==> src/rtl/apb_reg_pkg.sv <==
// Shared definitions for the APB register completer: register offsets,
// FSM state encoding, access types and small decode/merge helpers.
package apb_reg_pkg;

  localparam logic [31:0] OFF_CTRL     = 32'h0000_0000;
  localparam logic [31:0] OFF_SCRATCH  = 32'h0000_0004;
  localparam logic [31:0] OFF_STATUS   = 32'h0000_0008;
  localparam logic [31:0] OFF_IRQ_PEND = 32'h0000_000C;
  localparam logic [31:0] OFF_IRQ_EN   = 32'h0000_0010;
  localparam logic [31:0] OFF_ID       = 32'h0000_0014;

  typedef enum logic [1:0] {
    ST_IDLE   = 2'd0,
    ST_ACCESS = 2'd1,
    ST_DONE   = 2'd2
  } apb_state_t;

  typedef enum logic [1:0] {
    ACC_NONE = 2'd0,
    ACC_RW   = 2'd1,
    ACC_RO   = 2'd2,
    ACC_W1C  = 2'd3
  } acc_type_t;

  // Access type of a byte address; anything not exactly on a register is unmapped.
  function automatic acc_type_t reg_access(input logic [31:0] addr);
    acc_type_t acc;
    case (addr)
      OFF_CTRL, OFF_SCRATCH, OFF_IRQ_EN: acc = ACC_RW;
      OFF_STATUS, OFF_ID:                acc = ACC_RO;
      OFF_IRQ_PEND:                      acc = ACC_W1C;
      default:                           acc = ACC_NONE;
    endcase
    return acc;
  endfunction

  // Replace the byte lanes of old_val selected by strb with the lanes of new_val.
  function automatic logic [31:0] merge_strb(input logic [31:0] old_val,
                                             input logic [31:0] new_val,
                                             input logic [3:0]  strb);
    logic [31:0] res;
    for (int i = 0; i < 4; i++) begin
      res[8*i +: 8] = strb[i] ? new_val[8*i +: 8] : old_val[8*i +: 8];
    end
    return res;
  endfunction

endpackage

==> src/rtl/apb_wait_ctr.sv <==
// Wait-state counter: cleared by load, counts up while enabled and holds
// at the terminal count, which it flags on tc.
module apb_wait_ctr #(
  parameter int           W    = 4,
  parameter logic [W-1:0] TERM = '0
) (
  input  logic clk,
  input  logic rst,
  input  logic load,
  input  logic en,
  output logic tc
);

  logic [W-1:0] count;

  // Reload to zero outside the access phase, count up to the terminal value
  always_ff @(posedge clk or posedge rst) begin
    if (rst) begin
      count <= '0;
    end else if (load) begin
      count <= '0;
    end else if (en && !tc) begin
      count <= count + 1'b1;
    end
  end

  assign tc = (count == TERM);

endmodule

==> src/rtl/apb_reg_completer.sv <==
// APB completer with a small register file (CTRL, SCRATCH, STATUS,
// IRQ_PEND, IRQ_EN, ID), programmable wait states and a level interrupt.
//
// state     | meaning
// ----------+-----------------------------------------------------------
// ST_IDLE   | no transfer; a setup cycle (psel & !penable) starts one
// ST_ACCESS | access phase; wait counter runs, pready at terminal count
// ST_DONE   | cycle after completion; a new setup here is back-to-back
module apb_reg_completer
  import apb_reg_pkg::*;
#(
  parameter int          ADDR_W      = 12,
  parameter int          WAIT_STATES = 1,
  parameter logic [31:0] ID_VALUE    = 32'hA0B0_0001
) (
  input  logic              clk,
  input  logic              rst,
  input  logic              psel,
  input  logic              penable,
  input  logic              pwrite,
  input  logic [ADDR_W-1:0] paddr,
  input  logic [31:0]       pwdata,
  input  logic [3:0]        pstrb,
  output logic [31:0]       prdata,
  output logic              pready,
  output logic              pslverr,
  input  logic [31:0]       status_i,
  input  logic [7:0]        irq_evt_i,
  output logic [31:0]       ctrl_o,
  output logic              irq_o
);

  apb_state_t        state, state_nxt;
  logic              setup;
  logic              tc;
  logic [ADDR_W-1:0] addr_q;
  logic [31:0]       addr_ext;
  logic              wr_q;
  logic [31:0]       wdata_q;
  logic [3:0]        strb_q;
  acc_type_t         acc;
  logic              err;
  logic              wr_commit;
  logic [31:0]       rd_mux;
  logic [31:0]       ctrl_q, scratch_q;
  logic [7:0]        pend_q, en_q, pend_clr;
  logic              irq_q;

  assign setup = psel && !penable;

  // State register
  always_ff @(posedge clk or posedge rst) begin
    if (rst) state <= ST_IDLE;
    else     state <= state_nxt;
  end

  // Next-state logic; psel falling during the access phase abandons the transfer
  always_comb begin
    state_nxt = state;
    case (state)
      ST_IDLE:   if (setup) state_nxt = ST_ACCESS;
      ST_ACCESS: begin
        if (!psel)   state_nxt = ST_IDLE;
        else if (tc) state_nxt = ST_DONE;
      end
      ST_DONE:   state_nxt = setup ? ST_ACCESS : ST_IDLE;
      default:   state_nxt = ST_IDLE;
    endcase
  end

  apb_wait_ctr #(
    .W    (4),
    .TERM (4'(WAIT_STATES))
  ) u_wait_ctr (
    .clk  (clk),
    .rst  (rst),
    .load (state != ST_ACCESS),
    .en   ((state == ST_ACCESS) && psel),
    .tc   (tc)
  );

  // Capture the request in its setup cycle; later bus changes are ignored
  always_ff @(posedge clk or posedge rst) begin
    if (rst) begin
      addr_q  <= '0;
      wr_q    <= 1'b0;
      wdata_q <= '0;
      strb_q  <= '0;
    end else if ((state != ST_ACCESS) && setup) begin
      addr_q  <= paddr;
      wr_q    <= pwrite;
      wdata_q <= pwdata;
      strb_q  <= pstrb;
    end
  end

  assign addr_ext  = 32'(addr_q);
  assign acc       = reg_access(addr_ext);
  assign err       = (acc == ACC_NONE) || (addr_q[1:0] != 2'b00) || (wr_q && (acc == ACC_RO));
  assign pready    = (state == ST_ACCESS) && psel && tc;
  assign pslverr   = pready && err;
  assign wr_commit = pready && wr_q && !err;

  // Read data mux on the captured address
  always_comb begin
    rd_mux = '0;
    case (addr_ext)
      OFF_CTRL:     rd_mux = ctrl_q;
      OFF_SCRATCH:  rd_mux = scratch_q;
      OFF_STATUS:   rd_mux = status_i;
      OFF_IRQ_PEND: rd_mux = {24'h0, pend_q};
      OFF_IRQ_EN:   rd_mux = {24'h0, en_q};
      OFF_ID:       rd_mux = ID_VALUE;
      default:      rd_mux = '0;
    endcase
  end

  assign prdata = (pready && !wr_q && !err) ? rd_mux : '0;

  assign pend_clr = (wr_commit && (addr_ext == OFF_IRQ_PEND) && strb_q[0]) ? wdata_q[7:0] : 8'h00;

  // Register file; a new event wins over a simultaneous clear
  always_ff @(posedge clk or posedge rst) begin
    if (rst) begin
      ctrl_q    <= '0;
      scratch_q <= '0;
      pend_q    <= '0;
      en_q      <= '0;
    end else begin
      if (wr_commit && (addr_ext == OFF_CTRL))
        ctrl_q <= merge_strb(ctrl_q, wdata_q, strb_q);
      if (wr_commit && (addr_ext == OFF_SCRATCH))
        scratch_q <= merge_strb(scratch_q, wdata_q, strb_q);
      if (wr_commit && (addr_ext == OFF_IRQ_EN) && strb_q[0])
        en_q <= wdata_q[7:0];
      pend_q <= (pend_q & ~pend_clr) | irq_evt_i;
    end
  end

  // Registered interrupt output
  always_ff @(posedge clk or posedge rst) begin
    if (rst) irq_q <= 1'b0;
    else     irq_q <= |(pend_q & en_q);
  end

  assign irq_o  = irq_q;
  assign ctrl_o = ctrl_q;

endmodule

==> config.mk <==
export PLATFORM = sky130hd
export DESIGN_NAME = apb_reg_completer
export DESIGN_NICKNAME = d
export VERILOG_FILES = /design/src/rtl/apb_reg_pkg.sv /design/src/rtl/apb_wait_ctr.sv /design/src/rtl/apb_reg_completer.sv
export SDC_FILE = /design/constraint.sdc
export NUM_CORES = 1
export LEC_CHECK = 0
export CORE_ASPECT_RATIO = 0.75
export CORE_UTILIZATION = 50
export CTS_CLUSTER_DIAMETER = 50
export DETAILED_ROUTE_END_ITERATION = 7
export PLACE_DENSITY = 0.85
export SKIP_LAST_GASP = 1
export SLEW_MARGIN = 0
export SYNTH_ARGS = -nofsm -noshare
export SYNTH_HDL_FRONTEND = slang
export SYNTH_SLANG_ARGS = --single-unit
==> constraint.sdc <==
create_clock -name clk -period 5.7 [get_ports clk]
set_input_delay 0.57 -clock clk [delete_from_list [all_inputs] [get_ports clk]]
set_output_delay 0.57 -clock clk [all_outputs]
set_load 0.1 [all_outputs]
==> summary.md, run 1 <==
| Metric | Value |
|---|---|
| Status | finished, final reports clean |
| Synth top area cells | dfrtp_1, mux2_2, a22oi_1, mux2i_1, nor2_1 |
| Number of fill cells in the layout | 860 |
| Met2 Resource Use GR | 43.7% |
| Yosys top cell by area | dfrtp_1 |
| Syn Nets | 583 |
| Setup-failing EPs final | 0 |
| Hold path start | scratch_q[12] |
| Top Usage Layer GRT | met2 |
| Slew Viols, Final | 0 |
| RSZ-0062 raised after global routing | no |
| Overflow after GRT | 0 |
| Clock buffer depth | 2 |
| #FFs+latches synth | 136 |
| Worst path required time | 5130 ps |
| Setup crit start kind | flop |
| Gpl congestion | 0.939 |
| Max H-tree Level | 4 |
| Placed insts | 792 |
| Setup total negative slack | 0 ps |
| Synth warn | 0 |
| Most frequent cell after synthesis | mux2_2 |
| DR pass1 iterations | 5 |
| Worst path slowest cell | nor4_1 |
| Ys flop type | dfrtp_1 |
| DRC | 0 |
| Starting Density | 51.7% |
| PostCTS Resize Cnt | 0 |
| Crit-path cells | or4_1, nor4_1, a22oi_1, nor2_1, clkdlybuf4s50_1 |
| PD cells | 280 mW/mm2 |
| Largest net degree at the start of global routing | 79 |
| Average size of a mapped cell | 13.1 um2 |
| Drt initial violations | 310 |
| Post-synth top cells | mux2_2, dfrtp_1, nor2_1 |
| WL final | 17200 um |
| P_leak | 3.71 nW |
| Met3 Usage GRT | 6.06% |
| Wire per inst | 20.9 um |
| Final ANT Viol Nets | 0 |
| Worst endpoint data arrival time | 4380 ps |
| Via count | 4831 |
| Layout cell share with drive strength beyond 1 | 32.5% |
| Reg-to-reg critical path startpoint | addr_q[2] |
| Tmin final | 4950 ps |
| Die Area | 0.0132 mm2 |
| FFs w/ async S/R, synth | 100% |
| Vias in the first global route | 5064 |
| Distinct cells, synth | 41 |
| Std cell rows | 35 |
| Synth Cell Area | 0.00639 mm2 |
| Max FO, Critical Path | 7 |
| Hold Fails Final Rpt | 0 |
| Max Cap Violations | 0 |
| Critical path type | reg -> out |
| Place WS | 1290 ps |
| Reg2reg path depth | 5 |
| GR Util All Layers | 27.3% |
| F_max | 0.202 GHz |
| Yosys top cell area share | 53.3% |
| Via density per instance | 5.88 |
| Slew @ Worst Pin | 1340 ps |
| Core Box Area | 0.0123 mm2 |
| Nets | 740 |
| IO buf count | 159 |
| Clock Pin Slew Worst Setup and Hold Paths | 60 ps |
| Met1 Use GR | 36.6% |
| Worst Hold End | scratch_q[12] |
| Hold Path Cell Cnt | 1 |
| Die width | 133 um |
| Tot Pwr | 0.00242 W |
| Cts bufs inserted | 17 |
| Final setup margin | 752 ps |
| Syn Inst Count | 488 |
| Clock Sinks | 136 |
| Worst Hold Class | reg -> reg |
| I/O pin count | 160 |
| CTS Hold Bufs | 0 |
| Post-synth EDFFs | 0 |
| Clock Latency Late Sink | 410 ps |
| CTS tree | done |
| Finished Layout Cells | 822 |
| Setup Skew | 9.38 ps |
| Reg2reg setup slack | 2190 ps |
| Postcts setup bufs | 0 |
| Fin crit share | 86.8% |
| HPWL Detailed | 11600 um |
| Reg-to-Reg End | scratch_q[0] |
| Area growth, synth to finish | 35.2% |
| Slew HR | 9.60% |
| Crit. End Element | primary output |
| CP max stage delay | 1170 ps |
| Max rail drop VDD | 0.279 mV |
| Global-route wire length before repair | 27500 um |
| Post-synthesis sequential area ratio | 53.3% |
| Inserted Diodes | 0 |
| Initial antenna violation count | 0 |
| CTS root buffer | clkbuf_16 |
| DIE HEIGHT | 99.9 um |
-- cells in the final DEF, fill, tap and decap left out, types with 2 or more instances in the layout --
| cell | count |
|---|---|
| buf_4 | 26 |
| nor4_4 | 3 |
| nor2_1 | 36 |
| clkinvlp_4 | 3 |
| o2111ai_1 | 6 |
| a21o_1 | 8 |
| clkbuf_16 | 17 |
| nand4_1 | 16 |
| o21ai_0 | 2 |
| clkbuf_8 | 2 |
| ha_1 | 2 |
| nor3_2 | 2 |
| a21oi_1 | 4 |
| nand4_2 | 4 |
| clkbuf_1 | 2 |
| or3_1 | 2 |
| mux2i_1 | 16 |
| clkdlybuf4s50_1 | 140 |
| a22oi_1 | 30 |
| nand3_1 | 2 |
| xor2_1 | 3 |
| or4_1 | 2 |
| a31oi_1 | 5 |
| or3b_2 | 2 |
| inv_1 | 3 |
| nand4_4 | 2 |
| clkinv_2 | 5 |
| nor2b_1 | 5 |
| nand2_1 | 8 |
| mux2_2 | 139 |
| dfrtp_1 | 135 |
| o22ai_1 | 8 |
-- through the flow --
step | hold slack, ps | util, % | instance area [um2]
finish | 499 | 69.9 | 8630
floorplan | 472 | - | 6390
CTS | 501 | 69.9 | 8630
global route | 515 | 69.9 | 8630
detailed placement | 487 | 65.6 | 8100
global placement | 482 | 65.6 | 8100
-- worst max path at each step --
stage / cells past startpoint / endpoint / start
2_1_floorplan: 8 / prdata[21] / u_wait_ctr.count[1]
3_5_place_dp: 5 / prdata[2] / addr_q[8]
6_report: 5 / prdata[4] / addr_q[8]
4_1_cts: 5 / prdata[4] / addr_q[8]
3_3_place_gp: 7 / prdata[7] / psel
5_1_grt: 5 / prdata[4] / addr_q[8]
-- critical path: cells and delay by family (launching register included) --
family	cells	cell delay, ps
AOI/OAI and AO/OA	1	250
and+or+nand+nor	3	2130
buffers and inverters	1	1170
DFF	1	410
-- logic make-up (layout without fill, tap and decap cells) --
| group | count (synthesis) | count (layout) | synth area share (%) |
|---|---|---|---|
| AOI/OAI and AO/OA | 65 | 65 | 7.31 |
| xor gates and xnor gates | 3 | 3 | 0.411 |
| adders and majority gates | 2 | 2 | 0.392 |
| buffers and inverters | 32 | 200 | 2.15 |
| DFF | 136 | 136 | 53.3 |
| muxes | 155 | 155 | 27.0 |
| and+or+nand+nor | 95 | 95 | 9.46 |
-- where the power goes --
part	internal, W	switching (W)
combinational	0.000154	0.000144
sequential	0.00104	0.0000785
clock	0.000613	0.000388
total	0.00181	0.000611
-- cell type report --
cell class,count,area [um2],area share [%]
multi-input combinational,320,2870,33.2
sequential,136,3400,39.4
clock inverter,9,77.6,0.898
inverter,4,20.0,0.232
clock buffer,21,460,5.33
timing repair buffer,166,1600,18.5
tap,166,208,2.41
-- sequential cells by signal (all words and copies together), names as in the netlist --
register and count:
ctrl_o 32, scratch_q 32, wdata_q 32, addr_q 12, en_q 8, pend_q 8
strb_q 4, u_wait_ctr.count 4, state 2, irq_o 1, wr_q 1
-- routing by layer --
metal  up-vias  routed length, um
li1       2146                  -
met5         -                  0
met2       182               8160
met3        34                984
met4         0                435
met1      2469               7610
Note: power is estimated with default switching activity, not from simulation.
==> run 2, diff against run 1 <==
- CORE_UTILIZATION: 50 -> 45
- PLACE_DENSITY: 0.85 -> 0.81
- clock period: 5.7 -> 4.4 ns (I/O delays scaled with it)
==> summary.md, run 2 (synthesized netlist as in run 1, its figures left out) <==
| Metric | Value |
|---|---|
| Register Area | 0.00340 mm2 |
| RSZ-0062 raised after global routing | no |
| Final setup margin | 623 ps |
| Crit. End Element | primary output |
| DIE HEIGHT | 105 um |
| Worst path required time | 3960 ps |
| Inserted Diodes | 0 |
| CP max stage delay | 830 ps |
| Via count | 4807 |
| Placed insts | 804 |
| Max FO, Critical Path | 14 |
| Tmin final | 3780 ps |
| Global-route wire length before repair | 27300 um |
| Place WS | 1090 ps |
| Fin crit share | 85.8% |
| P_leak | 3.80 nW |
| I/O pin count | 160 |
| Die width | 140 um |
| Area growth, synth to finish | 37.1% |
| WL final | 17300 um |
| Nets | 743 |
| Finished Layout Cells | 834 |
| Post-Layout Inst Area | 0.00876 mm2 |
| Max rail drop VDD | 0.268 mV |
| Commonest cells after routing, fill and taps aside | mux2_2, dfrtp_1, clkdlybuf4s50_1 |
| Share of power burned in registers | 44.7% |
| Die Area | 0.0147 mm2 |
| CTS root buffer | clkbuf_16 |
| CTS Hold Bufs | 0 |
| Setup-failing EPs final | 0 |
| Crit-path cells | or4_1, nor4_4, buf_4, a22oi_1, nor2_2, buf_4 |
| Slew Viols, Final | 0 |
| GR Util All Layers | 24.6% |
| Slew HR | 30.7% |
| DRC | 0 |
| Std cell rows | 37 |
| Max H-tree Level | 4 |
| Hold Fails Final Rpt | 0 |
| Final ANT Viol Nets | 0 |
| DR pass1 iterations | 7 |
| Clock Pin Slew Worst Setup and Hold Paths | 60 ps |
| Drt initial violations | 251 |
| Status | finished, final reports clean |
| Largest net degree at the start of global routing | 116 |
| Overflow after GRT | 0 |
| Via density per instance | 5.76 |
| F_max | 0.265 GHz |
| Max Cap Violations | 0 |
| Wire per inst | 20.7 um |
| Worst endpoint data arrival time | 3340 ps |
| Slew @ Worst Pin | 1040 ps |
| Most common cell after layout, fill and taps aside | mux2_2 |
| Number of fill cells in the layout | 1053 |
| Placed cell areas | 0.00816 mm2 |
| Clock Latency Late Sink | 410 ps |
| Clk pwr share | 44.0% |
| PostCTS Resize Cnt | 0 |
| Starting Density | 46.3% |
| Initial antenna violation count | 0 |
| Most frequent CP cell | buf_4 |
| Cts bufs inserted | 17 |
| PD cells | 374 mW/mm2 |
| Setup Skew | 11.9 ps |
| Critical path type | reg -> out |
| Layout cell share with drive strength beyond 1 | 36.9% |
| Worst path slowest cell | nor4_4 |
| Worst Hold Class | reg -> reg |
| Vias in the first global route | 4976 |
| Switch Pwr | 0.000802 W |
| Gpl congestion | 0.876 |
| Clock buffer depth | 2 |
| Postcts setup bufs | 0 |
| Int Pwr | 0.00248 W |
| Setup crit start kind | flop |
| Area of the multi-input gates | 0.00293 mm2 |
| Switching share of power | 24.5% |
| Core Box Area | 0.0138 mm2 |
| HPWL Detailed | 12100 um |
| IO buf count | 159 |
| CTS tree | done |
| Clock Sinks | 136 |
| Logic gate share of total power | 11.2% |
## run 2: cell types whose count changed in the layout (fill, tap and decap cells not counted), sizes merged
| cell | before | now |
|---|---|---|
| clkinv | 5 | 2 |
| bufinv | 1 | 3 |
| clkbuf | 21 | 23 |
| buf | 26 | 44 |
| clkdlybuf4s50 | 140 | 125 |
| clkinvlp | 3 | 2 |
## run 2: stage by stage
step | util, % | hold slack (ps) | power, W | TNS (ps)
after floorplan | - | 472 | 0.00167 | -1110
after global placement | 59.2 | 481 | 0.00183 | 0
after detailed placement | 59.2 | 489 | 0.00185 | 0
after CTS | 63.5 | 504 | 0.00330 | 0
after global routing | 63.5 | 513 | 0.00340 | 0
final | 63.5 | 502 | 0.00328 | 0
## run 2: final timing paths
path                                 endpoint  depth (start not counted)  slack (ps)                start
worst min-delay path            scratch_q[11]                          1         500        scratch_q[11]
max in group asynchronous        scratch_q[3]                          3        2830                  rst
min in group asynchronous           ctrl_o[8]                          2         650                  rst
worst max-delay path               prdata[10]                          6         620            addr_q[4]
worst min register to register  scratch_q[11]                          1         500        scratch_q[11]
worst max register to register   scratch_q[1]                          7        1550  u_wait_ctr.count[1]
## run 2: area by class of cell
cell class / count / area share [%]
clock buffer: 23 / 5.46
sequential: 136 / 38.9
tap: 175 / 2.50
multi-input combinational: 320 / 33.4
inverter: 4 / 0.229
timing repair buffer: 169 / 18.2
clock inverter: 7 / 1.36
## run 2: routing by layer
layer  GRT usage, %  vias to the layer above  part of all wire [%]
met3           8.02                       23                   7.4
li1               -                     2141                     -
met1           33.2                     2446                    44
met2           37.9                      197                    46
met4           7.14                        0                   1.8
met5              0                        -                     0
## run 2: critical path, delay by kind of cell (launching register included)
kind | cells | cell delay (ps)
AOI/OAI and AO/OA | 1 | 110
DFF | 1 | 510
buffers and inverters | 2 | 600
and+or+nand+nor | 3 | 1710
## run 2: power by group through the flow
| stage | registers, W | logic, W | clock network (W) |
|---|---|---|---|
| after CTS | 0.00146 | 0.000369 | 0.00147 |
| after global placement | 0.00147 | 0.000353 | 0 |
| after floorplan | 0.00142 | 0.000248 | 0 |
| after global routing | 0.00148 | 0.000396 | 0.00153 |
| after detailed placement | 0.00148 | 0.000366 | 0 |
| final | 0.00147 | 0.000369 | 0.00144 |
